[config.mk]
export PLATFORM = sky130hd
export DESIGN_NAME = home_inventory_sample_framer_flat
export DESIGN_NICKNAME = d
export VERILOG_FILES = /design/src/rtl/home_inventory_sample_framer_if.sv /design/src/rtl/home_inventory_sample_framer.sv /design/src/flat_wrapper.sv
export SDC_FILE = /design/constraint.sdc
export NUM_CORES = 1
export LEC_CHECK = 0
export CAP_MARGIN = 20
export CORE_AREA = 3 3 225 227
export DETAILED_ROUTE_END_ITERATION = 6
export DIE_AREA = 0 0 228 230
export PLACE_DENSITY_LB_ADDON = 0.05
export SLEW_MARGIN = 0
export SYNTH_ARGS = -nofsm -noshare
export SYNTH_HDL_FRONTEND = slang
export SYNTH_SLANG_ARGS = --single-unit
[constraint.sdc]
create_clock -name clk -period 2.75 [get_ports clk]
set_input_delay 0.55 -clock clk [delete_from_list [all_inputs] [get_ports clk]]
set_output_delay 0.55 -clock clk [all_outputs]
set_load 0.05 [all_outputs]
[src/rtl/home_inventory_sample_framer_if.sv]
// Upstream ADC word handshake into the sample framer.
//   in_valid : word offered
//   in_ready : framer can take a word this cycle
//   in_ch    : channel index 0..7 of the offered word
//   in_data  : sample value of the offered word
// master = ADC side (drives the word), slave = framer.
interface home_inventory_sample_framer_if;
  logic        in_valid;
  logic        in_ready;
  logic [2:0]  in_ch;
  logic [31:0] in_data;

  modport master (output in_valid, output in_ch, output in_data, input in_ready);
  modport slave  (input in_valid, input in_ch, input in_data, output in_ready);
endinterface

[src/rtl/home_inventory_sample_framer.sv]
// Collects one 32-bit word per channel (8 channels, any order) into a frame
// stamped with the timestamp of its first word, then presents the frame for
// one cycle. A repeated channel inside a partial frame drops the partial frame
// and restarts with the repeated word.
//
// Optional feature: define HOME_INVENTORY_FRAMER_TIMEOUT_EN to drop a partial
// frame that sees TIMEOUT_CYCLES idle cycles with no accepted word.
//
// Ports:
//   clk, rst_n        clock, asynchronous active-low reset
//   in_if (slave)     in_valid/in_ready/in_ch/in_data word handshake
//   err_clear         synchronous clear of frames_dropped and frame_err
//   sample_valid      one-cycle pulse with a complete frame
//   ts_now            timestamp of the presented frame (held)
//   sample_ch0..7     channel samples of the presented frame (held)
//   frames_dropped    saturating count of discarded partial frames
//   frame_err         sticky drop flag
//
// state | meaning
// IDLE  | no words held
// FILL  | partial frame, received mask nonzero
// EMIT  | frame presented this cycle, input stalled
module home_inventory_sample_framer #(
  parameter int unsigned TS_DIV         = 1,
  parameter int unsigned TIMEOUT_CYCLES = 1024
) (
  input  logic        clk,
  input  logic        rst_n,
  home_inventory_sample_framer_if.slave in_if,
  input  logic        err_clear,
  output logic        sample_valid,
  output logic [31:0] ts_now,
  output logic [31:0] sample_ch0,
  output logic [31:0] sample_ch1,
  output logic [31:0] sample_ch2,
  output logic [31:0] sample_ch3,
  output logic [31:0] sample_ch4,
  output logic [31:0] sample_ch5,
  output logic [31:0] sample_ch6,
  output logic [31:0] sample_ch7,
  output logic [15:0] frames_dropped,
  output logic        frame_err
);
  typedef enum logic [1:0] {IDLE = 2'd0, FILL = 2'd1, EMIT = 2'd2} state_t;

  localparam logic [15:0] PRESC_LAST = 16'(TS_DIV - 1);

  state_t      state;
  logic [15:0] presc;
  logic [31:0] ts_cnt;
  logic [7:0]  mask;
  logic [31:0] stage [8];
  logic [31:0] sample_q [8];
  logic [31:0] frame_ts;
  logic        ready;
  logic        accept;
  logic        dup;
  logic        timeout_hit;
  logic        drop;
  logic [7:0]  ch_bit;

  assign ready          = (state != EMIT);
  assign in_if.in_ready = ready;
  assign accept         = in_if.in_valid && ready;
  assign ch_bit         = 8'b1 << in_if.in_ch;
  assign dup            = accept && (state == FILL) && mask[in_if.in_ch];
  assign drop           = dup || timeout_hit;

`ifdef HOME_INVENTORY_FRAMER_TIMEOUT_EN
  localparam logic [15:0] IDLE_LAST = 16'(TIMEOUT_CYCLES - 1);
  logic [15:0] idle_cnt;

  // An accepted word in the limit cycle wins over the timeout.
  assign timeout_hit = (state == FILL) && !accept && (idle_cnt == IDLE_LAST);

  always_ff @(posedge clk or negedge rst_n) begin
    if (!rst_n) begin
      idle_cnt <= '0;
    end else if ((state != FILL) || accept || timeout_hit) begin
      idle_cnt <= '0;
    end else begin
      idle_cnt <= idle_cnt + 16'd1;
    end
  end
`else
  // Timeout length has no effect without the idle counter.
  localparam int unsigned unused_timeout_cycles = TIMEOUT_CYCLES;
  assign timeout_hit = 1'b0;
`endif

  // Free-running timestamp, independent of frame state.
  always_ff @(posedge clk or negedge rst_n) begin
    if (!rst_n) begin
      presc  <= '0;
      ts_cnt <= '0;
    end else if (presc == PRESC_LAST) begin
      presc  <= '0;
      ts_cnt <= ts_cnt + 32'd1;
    end else begin
      presc  <= presc + 16'd1;
    end
  end

  always_ff @(posedge clk or negedge rst_n) begin
    if (!rst_n) begin
      state        <= IDLE;
      mask         <= '0;
      frame_ts     <= '0;
      sample_valid <= 1'b0;
      ts_now       <= '0;
      for (int k = 0; k < 8; k++) begin
        stage[k]    <= '0;
        sample_q[k] <= '0;
      end
    end else begin
      sample_valid <= 1'b0;
      case (state)
        IDLE: begin
          if (accept) begin
            stage[in_if.in_ch] <= in_if.in_data;
            mask               <= ch_bit;
            frame_ts           <= ts_cnt;
            state              <= FILL;
          end
        end
        FILL: begin
          if (accept) begin
            stage[in_if.in_ch] <= in_if.in_data;
            if (dup) begin
              mask     <= ch_bit;
              frame_ts <= ts_cnt;
            end else if ((mask | ch_bit) == 8'hFF) begin
              // Publish straight from staging plus the word arriving now.
              for (int k = 0; k < 8; k++) begin
                sample_q[k] <= (3'(k) == in_if.in_ch) ? in_if.in_data : stage[k];
              end
              ts_now       <= frame_ts;
              sample_valid <= 1'b1;
              mask         <= '0;
              state        <= EMIT;
            end else begin
              mask <= mask | ch_bit;
            end
          end else if (timeout_hit) begin
            mask  <= '0;
            state <= IDLE;
          end
        end
        EMIT: begin
          state <= IDLE;
        end
        default: begin
          mask  <= '0;
          state <= IDLE;
        end
      endcase
    end
  end

  // A clear coinciding with a drop leaves exactly that one drop recorded.
  always_ff @(posedge clk or negedge rst_n) begin
    if (!rst_n) begin
      frames_dropped <= '0;
      frame_err      <= 1'b0;
    end else if (err_clear) begin
      frames_dropped <= {15'd0, drop};
      frame_err      <= drop;
    end else if (drop) begin
      if (frames_dropped != 16'hFFFF) frames_dropped <= frames_dropped + 16'd1;
      frame_err <= 1'b1;
    end
  end

  assign sample_ch0 = sample_q[0];
  assign sample_ch1 = sample_q[1];
  assign sample_ch2 = sample_q[2];
  assign sample_ch3 = sample_q[3];
  assign sample_ch4 = sample_q[4];
  assign sample_ch5 = sample_q[5];
  assign sample_ch6 = sample_q[6];
  assign sample_ch7 = sample_q[7];
endmodule

[src/flat_wrapper.sv]
// flat-port wrapper written by rule: the top's interface ports become plain ports
module home_inventory_sample_framer_flat 
#(
  parameter int unsigned TS_DIV         = 1,
  parameter int unsigned TIMEOUT_CYCLES = 1024
)
  (clk, rst_n, err_clear, sample_valid, ts_now, sample_ch0, sample_ch1, sample_ch2, sample_ch3, sample_ch4, sample_ch5, sample_ch6, sample_ch7, frames_dropped, frame_err, in_if_in_valid, in_if_in_ch, in_if_in_data, in_if_in_ready);
  home_inventory_sample_framer_if in_if_i ();
  input  logic clk;
  input  logic rst_n;
  input  logic err_clear;
  output logic sample_valid;
  output logic [31:0] ts_now;
  output logic [31:0] sample_ch0;
  output logic [31:0] sample_ch1;
  output logic [31:0] sample_ch2;
  output logic [31:0] sample_ch3;
  output logic [31:0] sample_ch4;
  output logic [31:0] sample_ch5;
  output logic [31:0] sample_ch6;
  output logic [31:0] sample_ch7;
  output logic [15:0] frames_dropped;
  output logic frame_err;
  input wire logic [$bits(in_if_i.in_valid)-1:0] in_if_in_valid;
  input wire logic [$bits(in_if_i.in_ch)-1:0] in_if_in_ch;
  input wire logic [$bits(in_if_i.in_data)-1:0] in_if_in_data;
  output wire logic [$bits(in_if_i.in_ready)-1:0] in_if_in_ready;
  assign in_if_i.in_valid = in_if_in_valid;
  assign in_if_i.in_ch = in_if_in_ch;
  assign in_if_i.in_data = in_if_in_data;
  assign in_if_in_ready = in_if_i.in_ready;
  home_inventory_sample_framer #(.TS_DIV(TS_DIV), .TIMEOUT_CYCLES(TIMEOUT_CYCLES)) u_core (.clk(clk), .rst_n(rst_n), .in_if(in_if_i), .err_clear(err_clear), .sample_valid(sample_valid), .ts_now(ts_now), .sample_ch0(sample_ch0), .sample_ch1(sample_ch1), .sample_ch2(sample_ch2), .sample_ch3(sample_ch3), .sample_ch4(sample_ch4), .sample_ch5(sample_ch5), .sample_ch6(sample_ch6), .sample_ch7(sample_ch7), .frames_dropped(frames_dropped), .frame_err(frame_err));
endmodule
==> flow_summary.json, run 1 <==
{
  "syn_to_final_growth_pct": 27.5,
  "synthArstFlopShare_pct": 100,
  "critical_path_class": "in2reg",
  "synth_area_per_cell_um2": 12.3,
  "detail_route.wl_per_cell_um": 21.0,
  "crit_required_ps": 3250,
  "grt_max_degree": 91,
  "postSynth.topFlopCell": "sky130_fd_sc_hd__dfrtp_1",
  "finalWirelength_um": 69100,
  "route.met2.wl_um": 34100,
  "cts-root-to-sink-buffers": 3,
  "post_synth_num_cell_types": 48,
  "critical_path.startpoint_type": "input pin",
  "layout-drive-gt1-share_pct": 21.5,
  "ys_warn_count": 0,
  "end_kind": "flip-flop",
  "fp.dieW_um": 228,
  "finish.cell_count_without_fillers": 3297,
  "place.detailed.hpwl_um": 47000,
  "fp-row-count": 81,
  "critical_path.slowest_cell": "sky130_fd_sc_hd__clkdlybuf4s50_1",
  "period_share_pct": 94.4,
  "slowest_delay_ps": 570,
  "drt-initial-drc-count": 1088,
  "max_clock_freq_mhz": 385,
  "firstDrtPassIters": 5,
  "detail_route.drc_violations": 0,
  "setup_viol_count_final": 0,
  "clkSlewWorstSetupHoldPaths_ps": 60,
  "min-delay-path-class": "reg2reg",
  "weighted_congestion_at_the_end_of_routability_driven_global_placement": 0.895,
  "finish.net_count": 2624,
  "netlist.area_leader.share_pct": 60.1,
  "top_signal_layer_used": "met4",
  "seq_area_frac_synth_pct": 60.1,
  "grt_use_total_pct": 26.6,
  "mappedNetlistNets": 2244,
  "finalHoldWorstSlack_ps": 464,
  "fp.dieArea_um2": 52400,
  "run_status": "completed",
  "numCtsBuffers": 71,
  "core-area_um2": 48800,
  "hold_violations": 0,
  "critical_path.most_common_cell": "sky130_fd_sc_hd__buf_4",
  "post-route-util_pct": 70.9,
  "port_buffers": 345,
  "die_height_um": 230,
  "grt_setup_unrepaired": "no",
  "cts.sink_count": 652,
  "synthDominantAreaCellType": "sky130_fd_sc_hd__dfrtp_1",
  "min_period_ps": 2600,
  "gr-total-overflow": 0,
  "max_slew.worst_pin.slew_ps": 809,
  "grt_first_pass_wirelength_um": 109000,
  "grt_antenna_before_repair": 1,
  "timing.max_cap.violations": 0,
  "worst_vdd_drop_v": 0.000534,
  "drtAntennaViolNets": 0,
  "headroom_to_the_max_slew_limit_pct": 45.9,
  "arrival_ps": 3100,
  "mappedNetlistArea_um2": 27200,
  "cts_root_buf": "sky130_fd_sc_hd__clkbuf_16",
  "synth_enable_flop_cells": 0,
  "initial_utilization_pct": 55.6,
  "crit_path_cell_trace": "clkdlybuf4s50_1 -> buf_4 -> buf_4 -> and2_1 -> a222oi_1 -> nor4_2 -> nand4_1 -> buf_4 -> buf_4 -> buf_12 -> buf_4 -> o21ai_0",
  "p_leak_nw": 16.0,
  "dr_wl_met3_um": 3260,
  "timing_max_transition_violations_final": 0,
  "powerDensity_nw_per_um2": 738,
  "clk-insertion-delay-late_ps": 600,
  "htree_num_levels": 3,
  "floorplan.io_pins": 346,
  "timing.critical_path.fanout_max": 53,
  "vias_in_the_first_global_route": 19076,
  "post_synth_inst_count": 2201,
  "fin_worst_skew_ps": 16.6,
  "wl_met1_um": 29900,
  "post_drt_via_cell_ratio": 5.57,
  "synth.ff_latch_count": 652,
  "placed_cell_count": 3170,
  "synthTopCellsByArea": "sky130_fd_sc_hd__dfrtp_1, sky130_fd_sc_hd__mux2_2, sky130_fd_sc_hd__mux2i_1",
  "vias_post_dr": 18356,
  "cts_tree": "done"
}
-- logic make-up after synthesis --
| group | share of synthesized area (%) |
|---|---|
| AOI/OAI and AO/OA | 6.15 |
| DFF | 60.1 |
| buffers and inverters | 2.65 |
| muxes | 22.5 |
| adders and majority gates | 0.184 |
| xor gates and xnor gates | 1.45 |
| and+or+nand+nor | 7.03 |
-- cell usage after synthesis, types with 2 or more instances --
cell type and count:
sky130_fd_sc_hd__or4_1 5, sky130_fd_sc_hd__or3_1 9, sky130_fd_sc_hd__and3_1 9, sky130_fd_sc_hd__nor3_1 10, sky130_fd_sc_hd__dfrtp_1 652, sky130_fd_sc_hd__and2_1 5, sky130_fd_sc_hd__a222oi_1 2, sky130_fd_sc_hd__nand4_1 13
sky130_fd_sc_hd__clkbuf_1 108, sky130_fd_sc_hd__o31ai_1 5, sky130_fd_sc_hd__nand3_1 21, sky130_fd_sc_hd__xnor2_1 31, sky130_fd_sc_hd__nand3b_1 2, sky130_fd_sc_hd__a32o_1 3, sky130_fd_sc_hd__nor2_1 30, sky130_fd_sc_hd__nor4_1 3
sky130_fd_sc_hd__xor2_1 14, sky130_fd_sc_hd__buf_1 12, sky130_fd_sc_hd__nand4b_1 2, sky130_fd_sc_hd__o2bb2ai_1 4, sky130_fd_sc_hd__o21ai_0 277, sky130_fd_sc_hd__buf_2 38, sky130_fd_sc_hd__inv_1 15, sky130_fd_sc_hd__a21oi_1 15
sky130_fd_sc_hd__mux2_2 311, sky130_fd_sc_hd__nor2b_1 8, sky130_fd_sc_hd__nand2b_1 5, sky130_fd_sc_hd__nand2_1 304, sky130_fd_sc_hd__ha_1 4, sky130_fd_sc_hd__buf_6 2, sky130_fd_sc_hd__mux2i_1 258, sky130_fd_sc_hd__or2_2 2
sky130_fd_sc_hd__and4_1 7
-- worst max-delay path: cells and delay by family --
kind / cells / cell delay (ps)
compound gates: 2 / 270
simple gates: 3 / 550
buf+inv: 7 / 1700
-- worst paths after layout --
check / end / startpoint / cells after the start / slack (ps)
max: u_core.sample_ch3[10] / in_if_in_ch[0] / 12 / 150
min: u_core.ts_cnt[31] / u_core.ts_cnt[31] / 1 / 460
max reg2reg: u_core.ts_cnt[18] / u_core.presc[0] / 8 / 260
min reg2reg: u_core.ts_cnt[31] / u_core.ts_cnt[31] / 1 / 460
max in group asynchronous: u_core.ts_now[31] / rst_n / 3 / 1260
min in group asynchronous: u_core.sample_ch4[3] / rst_n / 2 / 560
-- power by group --
part | switching (mW) | internal, mW
registers | 0.719 | 10.8
clock network | 3.81 | 6.03
logic | 2.41 | 1.81
-- timing repair --
action / CTS / global route
gates resized for setup: 0 / 6
endpoints found under the hold margin: 47 / 0
setup endpoints to repair: 0 / 86
hold buffers: 1 / 0
setup buffers: 0 / 1
-- layout by cell type, fill, tap and decap left out, types with 7 or more instances in the layout --
cell and n:
sky130_fd_sc_hd__or3_1 8, sky130_fd_sc_hd__and4_1 7, sky130_fd_sc_hd__nor2_1 26, sky130_fd_sc_hd__xor2_1 14, sky130_fd_sc_hd__xnor2_1 31, sky130_fd_sc_hd__a21oi_1 15
sky130_fd_sc_hd__mux2_2 311, sky130_fd_sc_hd__clkbuf_1 13, sky130_fd_sc_hd__nand4_1 13, sky130_fd_sc_hd__clkbuf_16 75, sky130_fd_sc_hd__clkdlybuf4s50_1 343, sky130_fd_sc_hd__nor3_1 8
sky130_fd_sc_hd__clkbuf_8 11, sky130_fd_sc_hd__nand2_1 298, sky130_fd_sc_hd__buf_12 34, sky130_fd_sc_hd__and3_1 9, sky130_fd_sc_hd__mux2i_1 258, sky130_fd_sc_hd__clkinv_2 12
sky130_fd_sc_hd__bufinv_16 8, sky130_fd_sc_hd__nand3_1 19, sky130_fd_sc_hd__dfrtp_1 652, sky130_fd_sc_hd__o21ai_0 274, sky130_fd_sc_hd__inv_1 15, sky130_fd_sc_hd__buf_4 87
-- state kept, by name, summed over array words and instances (netlist names) --
| name | count |
|---|---|
| u_core.stage | 256 |
| u_core.sample_ch6 | 32 |
| u_core.sample_ch5 | 32 |
| u_core.mask | 8 |
| u_core.sample_ch2 | 32 |
| u_core.frame_err | 1 |
| u_core.ts_now | 32 |
| u_core.frames_dropped | 16 |
| u_core.sample_ch0 | 32 |
| u_core.sample_valid | 1 |
| u_core.sample_ch7 | 32 |
| u_core.sample_ch4 | 32 |
| u_core.sample_ch3 | 32 |
| u_core.ts_cnt | 32 |
| u_core.state | 2 |
| u_core.sample_ch1 | 32 |
| u_core.presc | 16 |
| u_core.frame_ts | 32 |
-- cell type report --
| class | count | area (um^2) |
|---|---|---|
| diodes | 1 | 2.50 |
| inverters | 15 | 56.3 |
| multi-input cells | 1374 | 10200 |
| repair buffers | 467 | 4800 |
| fillers | 3537 | 14200 |
| flip-flops and latches | 652 | 16300 |
| clock inverters | 25 | 347 |
| well taps | 664 | 831 |
| clock buffers | 99 | 2080 |
-- through the flow --
stage	setup WS [ps]	instance area (um^2)	total power, mW	setup TNS (ps)
finish	153	34600	25.6	0
global route	6.15	34600	26.6	0
CTS	3.50	34600	25.8	0
detailed placement	-543	32200	15.9	-121820
global placement	-418	32200	15.8	-99900
floorplan	201	27200	14.2	0
-- layer usage --
layer | up-vias | track usage, %
met2 | 446 | 44.5
met5 | - | 0
met1 | 9367 | 35.2
met3 | 122 | 4.91
met4 | 0 | 8.92
li1 | 8421 | -
Note: power is estimated with default switching activity, not from simulation.
==> run 2: changes to the inputs <==
--- a/config.mk
+++ b/config.mk
@@ -6,9 +6,10 @@
 export NUM_CORES = 1
 export LEC_CHECK = 0
 export CAP_MARGIN = 20
-export CORE_AREA = 3 3 225 227
+export CORE_AREA = 3 3 223 225
+export CTS_BUF_LIST = sky130_fd_sc_hd__clkbuf_8
 export DETAILED_ROUTE_END_ITERATION = 6
-export DIE_AREA = 0 0 228 230
+export DIE_AREA = 0 0 226 228
 export PLACE_DENSITY_LB_ADDON = 0.05
 export SLEW_MARGIN = 0
 export SYNTH_ARGS = -nofsm -noshare
==> flow_summary.json, run 2 (synthesis results as in run 1) <==
{
  "gr-total-overflow": 0,
  "place.detailed.hpwl_um": 47600,
  "worst-r2r-cell-count": 8,
  "numCtsBuffers": 103,
  "crit_required_ps": 3330,
  "ff2ff_setup_slack_ps": 270,
  "grt_first_pass_wirelength_um": 110000,
  "fp-row-count": 80,
  "fp.dieW_um": 226,
  "period_share_pct": 92.9,
  "timing.critical_path.fanout_max": 16,
  "setup_viol_count_final": 0,
  "min_period_ps": 2560,
  "weighted_congestion_at_the_end_of_routability_driven_global_placement": 0.860,
  "largest-register": "u_core.stage",
  "run_status": "completed",
  "most_common_cell_after_layout_fill_and_taps_aside": "sky130_fd_sc_hd__dfrtp_1",
  "post_drt_via_cell_ratio": 5.61,
  "minimum_setup_slack_after_placement_ps": -469,
  "critical_path.startpoint_type": "input pin",
  "detail_route.drc_violations": 0,
  "headroom_to_the_max_slew_limit_pct": 48.2,
  "firstDrtPassIters": 6,
  "cts_tree": "done",
  "syn_to_final_growth_pct": 26.2,
  "finalPower_mw": 23.8,
  "grt_setup_unrepaired": "no",
  "p_leak_nw": 16.0,
  "timing.setup.tns_ps": 0,
  "hold_violations": 0,
  "fp.dieArea_um2": 51500,
  "port_buffers": 345,
  "worstReg2RegEnd": "u_core.ts_cnt[18]",
  "drt-initial-drc-count": 1221,
  "largest_register_ffs": 256,
  "max_slew.worst_pin.slew_ps": 774,
  "critical_path_class": "in2reg",
  "min-delay-path-class": "in2async",
  "end_kind": "flip-flop",
  "grt_antenna_before_repair": 1,
  "cts_root_buf": "sky130_fd_sc_hd__clkbuf_8",
  "grt_use_total_pct": 27.4,
  "finish.cell_count_without_fillers": 3301,
  "worst_slack_ps": 194,
  "placedInstanceArea_um2": 32200,
  "timing.max_cap.violations": 0,
  "layout-drive-gt1-share_pct": 22.2,
  "finalWirelength_um": 69500,
  "worst_vdd_drop_v": 0.000517,
  "die_height_um": 228,
  "max_clock_freq_mhz": 391,
  "placed_cell_count": 3120,
  "finish.net_count": 2654,
  "cts-root-to-sink-buffers": 3,
  "detail_route.wl_per_cell_um": 21.1,
  "post-route-util_pct": 71.8,
  "grt_max_degree": 80,
  "clkSlewWorstSetupHoldPaths_ps": 60,
  "timing_max_transition_violations_final": 0,
  "arrival_ps": 3140,
  "finalHoldWorstSlack_ps": 415,
  "floorplan.io_pins": 346,
  "vias_in_the_first_global_route": 19203,
  "post_cts.repair.setup_buffers": 0,
  "most-common-layout-cells": "sky130_fd_sc_hd__dfrtp_1, sky130_fd_sc_hd__clkdlybuf4s50_1, sky130_fd_sc_hd__mux2_2",
  "fin_worst_skew_ps": 25.1,
  "fin_area_um2": 34300,
  "cts.sink_count": 652,
  "total_inserted_antenna_cells": 0,
  "clk-insertion-delay-late_ps": 690,
  "htree_num_levels": 3,
  "core-area_um2": 47700,
  "initial_utilization_pct": 56.9,
  "drtAntennaViolNets": 0,
  "regToRegStartpoint": "u_core.presc[0]",
  "powerDensity_nw_per_um2": 694,
  "vias_post_dr": 18516
}
run 2: cell types whose count changed in the layout (fill, tap and decap cells not counted), sizes merged:
cell          change
buf               -1
clkinv            -7
inv              +35
clkinvlp          +2
clkbuf           +34
dlymetal6s2s      -1
diode             -1
bufinv            -8
run 2: repair_timing:
item	CTS	global route
endpoints found under the hold margin	52	0
setup endpoints to repair	0	2
gates resized for setup	0	1
hold buffers	1	0
run 2: worst max-delay path by stage:
stage,from,to,cells past startpoint
2_1_floorplan,in_if_in_ch[1],u_core.frames_dropped[14],9
4_1_cts,u_core.frames_dropped[0],frames_dropped[0],1
3_5_place_dp,in_if_in_ch[0],u_core.frames_dropped[12],9
6_report,in_if_in_ch[0],u_core.frames_dropped[12],9
3_3_place_gp,in_if_in_ch[0],u_core.ts_now[16],9
5_1_grt,u_core.presc[0],u_core.ts_cnt[18],8
run 2: area by class of cell:
| type | instances | area (um^2) |
|---|---|---|
| Multi-Input combinational cell | 1374 | 10200 |
| Clock inverter | 47 | 214 |
| Sequential cell | 652 | 16300 |
| Clock buffer | 133 | 1830 |
| Inverter | 15 | 56.3 |
| Timing Repair Buffer | 465 | 4880 |
| Tap cell | 615 | 769 |
| Fill cell | 3499 | 13500 |
run 2: where the power goes:
| group | total [mW] | internal (mW) | switching [mW] |
|---|---|---|---|
| registers | 11.5 | 10.8 | 0.727 |
| clock network | 8.04 | 4.32 | 3.72 |
| logic | 4.23 | 1.83 | 2.39 |
run 2: critical path, stage by stage:
cell	delay, ps
sky130_fd_sc_hd__clkdlybuf4s50_1	540
sky130_fd_sc_hd__buf_4	160
sky130_fd_sc_hd__mux2i_1	100
sky130_fd_sc_hd__a22o_1	200
sky130_fd_sc_hd__or3_1	480
sky130_fd_sc_hd__o21ba_1	260
sky130_fd_sc_hd__buf_12	150
sky130_fd_sc_hd__or4_1	490
sky130_fd_sc_hd__a21oi_1	210
run 2: routing by layer:
metal / global-route usage [%] / vias up / part of all wire (%)
met5: 0 / - / 0.013
met4: 8.16 / 2 / 2.5
met3: 5.26 / 139 / 5.0
met2: 44.6 / 502 / 48
met1: 37.8 / 9394 / 44
li1: - / 8479 / -
==> run 3: changes to the inputs <==
--- a/config.mk
+++ b/config.mk
@@ -5,6 +5,7 @@
 export SDC_FILE = /design/constraint.sdc
 export NUM_CORES = 1
 export LEC_CHECK = 0
+export ABC_AREA = 1
 export CAP_MARGIN = 20
 export CORE_AREA = 3 3 223 225
 export CTS_BUF_LIST = sky130_fd_sc_hd__clkbuf_8
==> flow_summary.json, run 3 <==
{
  "gr-total-overflow": 0,
  "timing_max_transition_violations_final": 0,
  "synth_enable_flop_cells": 0,
  "min_period_ps": 2560,
  "finalHoldWorstSlack_ps": 308,
  "mappedNetlistNets": 3284,
  "fin_worst_skew_ps": 31.1,
  "path_delay_family": "buffers and inverters",
  "postSynth.topFlopCell": "sky130_fd_sc_hd__dfrtp_1",
  "finish.net_count": 3589,
  "fp.dieW_um": 226,
  "layout-drive-gt1-share_pct": 6.84,
  "core-area_um2": 47700,
  "largest-register": "u_core.stage",
  "post_cts.repair.setup_buffers": 0,
  "arrival_ps": 2010,
  "max_clock_freq_mhz": 391,
  "critical_path.startpoint_type": "flip-flop",
  "finish.cell_count_without_fillers": 4242,
  "post_synth_inst_count": 3241,
  "syn_to_final_growth_pct": 22.8,
  "fp-row-count": 80,
  "timing.max_cap.violations": 0,
  "synth_most_common_cell": "sky130_fd_sc_hd__nand2_1",
  "wl_met1_um": 34000,
  "cts-root-to-sink-buffers": 3,
  "clk-insertion-delay-late_ps": 690,
  "vias_post_dr": 23073,
  "largest_register_ffs": 256,
  "mappedNetlistArea_um2": 27700,
  "headroom_to_the_max_slew_limit_pct": 54.5,
  "top_signal_layer_used": "met4",
  "synthTopCellsByArea": "sky130_fd_sc_hd__dfrtp_1, sky130_fd_sc_hd__nand2_1, sky130_fd_sc_hd__o21ai_0",
  "grt_first_pass_wirelength_um": 120000,
  "route.met2.wl_um": 33200,
  "synth.ff_latch_count": 652,
  "htree_num_levels": 3,
  "place.detailed.hpwl_um": 51500,
  "drt-initial-drc-count": 2298,
  "most-common-layout-cells": "sky130_fd_sc_hd__nand2_1, sky130_fd_sc_hd__o21ai_0, sky130_fd_sc_hd__dfrtp_1",
  "end_kind": "primary output",
  "slowest_delay_ps": 860,
  "crit_path_cell_trace": "clkdlybuf4s50_1",
  "numCtsBuffers": 104,
  "drtAntennaViolNets": 0,
  "cts.sink_count": 652,
  "post_synth_num_cell_types": 28,
  "grt_use_total_pct": 29.1,
  "seq_area_frac_synth_pct": 59.0,
  "worst_vdd_drop_v": 0.000418,
  "firstDrtPassIters": 5,
  "synthDominantAreaCellType": "sky130_fd_sc_hd__dfrtp_1",
  "ys_warn_count": 0,
  "initial_utilization_pct": 58.0,
  "grt_antenna_before_repair": 1,
  "min-delay-path-class": "in2async",
  "netlist.area_leader.share_pct": 59.0,
  "timing.setup.tns_ps": 0,
  "placed_cell_count": 4054,
  "detail_route.drc_violations": 0,
  "vias_in_the_first_global_route": 21965,
  "cts_root_buf": "sky130_fd_sc_hd__clkbuf_8",
  "worst-r2r-cell-count": 8,
  "p_leak_nw": 15.7,
  "port_buffers": 345,
  "grt_max_degree": 142,
  "hold_violations": 0,
  "cts_tree": "done",
  "max_slew.worst_pin.slew_ps": 681,
  "floorplan.io_pins": 346,
  "weighted_congestion_at_the_end_of_routability_driven_global_placement": 0.893,
  "post_drt_via_cell_ratio": 5.44,
  "grt_setup_unrepaired": "no",
  "clkSlewWorstSetupHoldPaths_ps": 60,
  "run_status": "completed",
  "fp.dieArea_um2": 51500,
  "synth_area_per_cell_um2": 8.54,
  "critical_path_class": "reg2out",
  "detail_route.wl_per_cell_um": 17.5,
  "period_share_pct": 93.0,
  "cp_num_buf_inv": 1,
  "critical_path.slowest_cell": "sky130_fd_sc_hd__clkdlybuf4s50_1",
  "die_height_um": 228,
  "path_depth": 1,
  "synthArstFlopShare_pct": 100,
  "most_common_cell_after_layout_fill_and_taps_aside": "sky130_fd_sc_hd__nand2_1",
  "crit_required_ps": 2200,
  "dr_wl_met3_um": 5420,
  "netlist_top_cells_count": "sky130_fd_sc_hd__nand2_1, sky130_fd_sc_hd__o21ai_0, sky130_fd_sc_hd__dfrtp_1",
  "timing.critical_path.fanout_max": 6,
  "setup_viol_count_final": 0,
  "powerDensity_nw_per_um2": 655,
  "finalWirelength_um": 74300
}
==> run 3: cell types whose count changed after synthesis, sizes merged, moves of 10 or more <==
cell    change
xor2       +29
inv       +157
xnor2      -29
mux2i     -258
nor2       +43
mux2      -310
clkbuf     +56
o21ai     +563
nor3       +10
nand2     +828
nand3      +25
==> run 3: worst paths after layout <==
check	slack, ps	start	to
worst max register to register	540	u_core.state[1]	u_core.sample_ch3[10]
worst max-delay path	190	u_core.frames_dropped[0]	frames_dropped[0]
min in group clk	470	u_core.frame_ts[1]	u_core.ts_now[1]
worst min register to register	470	u_core.frame_ts[1]	u_core.ts_now[1]
worst min-delay path	310	rst_n	u_core.sample_ch1[0]
max in group asynchronous	1480	rst_n	u_core.sample_ch7[11]
==> run 3: kinds of logic (layout without fill, tap and decap cells) <==
kind of cell / Yosys count / after routing / share of synthesized area [%]
compound gates: 855 / 855 / 15.5
xor+xnor: 45 / 45 / 1.42
fa+ha+maj: 4 / 4 / 0.181
buf+inv: 389 / 774 / 5.78
flops: 652 / 652 / 59.0
mux: 1 / 1 / 0.0407
other cells: 0 / 1 / 0
simple gates: 1295 / 1295 / 18.1
==> run 3: final cells by class <==
cell class | count | area (um^2)
Antenna cell | 1 | 2.50
Clock buffer | 133 | 1830
Timing Repair Buffer | 415 | 4340
Fill cell | 3747 | 13800
Tap cell | 615 | 769
Sequential cell | 652 | 16300
Multi-Input combinational cell | 2200 | 9800
Inverter | 173 | 649
Clock inverter | 53 | 285
==> run 3: metrics by stage <==
stage          total power [mW]  utilization [%]  instance area [um^2]  setup WS [ps]
2_1_floorplan              12.9                -                 27700            734
3_3_place_gp               14.0             66.7                 31900          -3.36
3_5_place_dp               14.1             66.7                 31900          -74.1
4_1_cts                    22.4             71.2                 34000          0.687
5_1_grt                    23.4             71.2                 34000           94.9
6_report                   22.3             71.2                 34000            194
==> run 3: what timing repair did <==
action / 4_1_cts / 5_1_grt
resized for setup: 0 / 1
setup endpoints to repair: 0 / 1
hold buffers: 1 / 0
hold endpoints to repair: 15 / 0
==> run 3: routing by layer <==
layer / vias to the layer above / GRT usage [%]
li1: 11084 / -
met1: 11068 / 43.7
met2: 809 / 43.8
met3: 112 / 5.61
met4: 0 / 7.85
met5: - / 0
==> run 3: power breakdown <==
group	switching (mW)	total (mW)	leakage (nW)	internal (mW)
sequential	0.497	11.0	8.61	10.5
combinational	1.95	2.93	5.89	0.986
clock	3.80	8.31	1.25	4.51
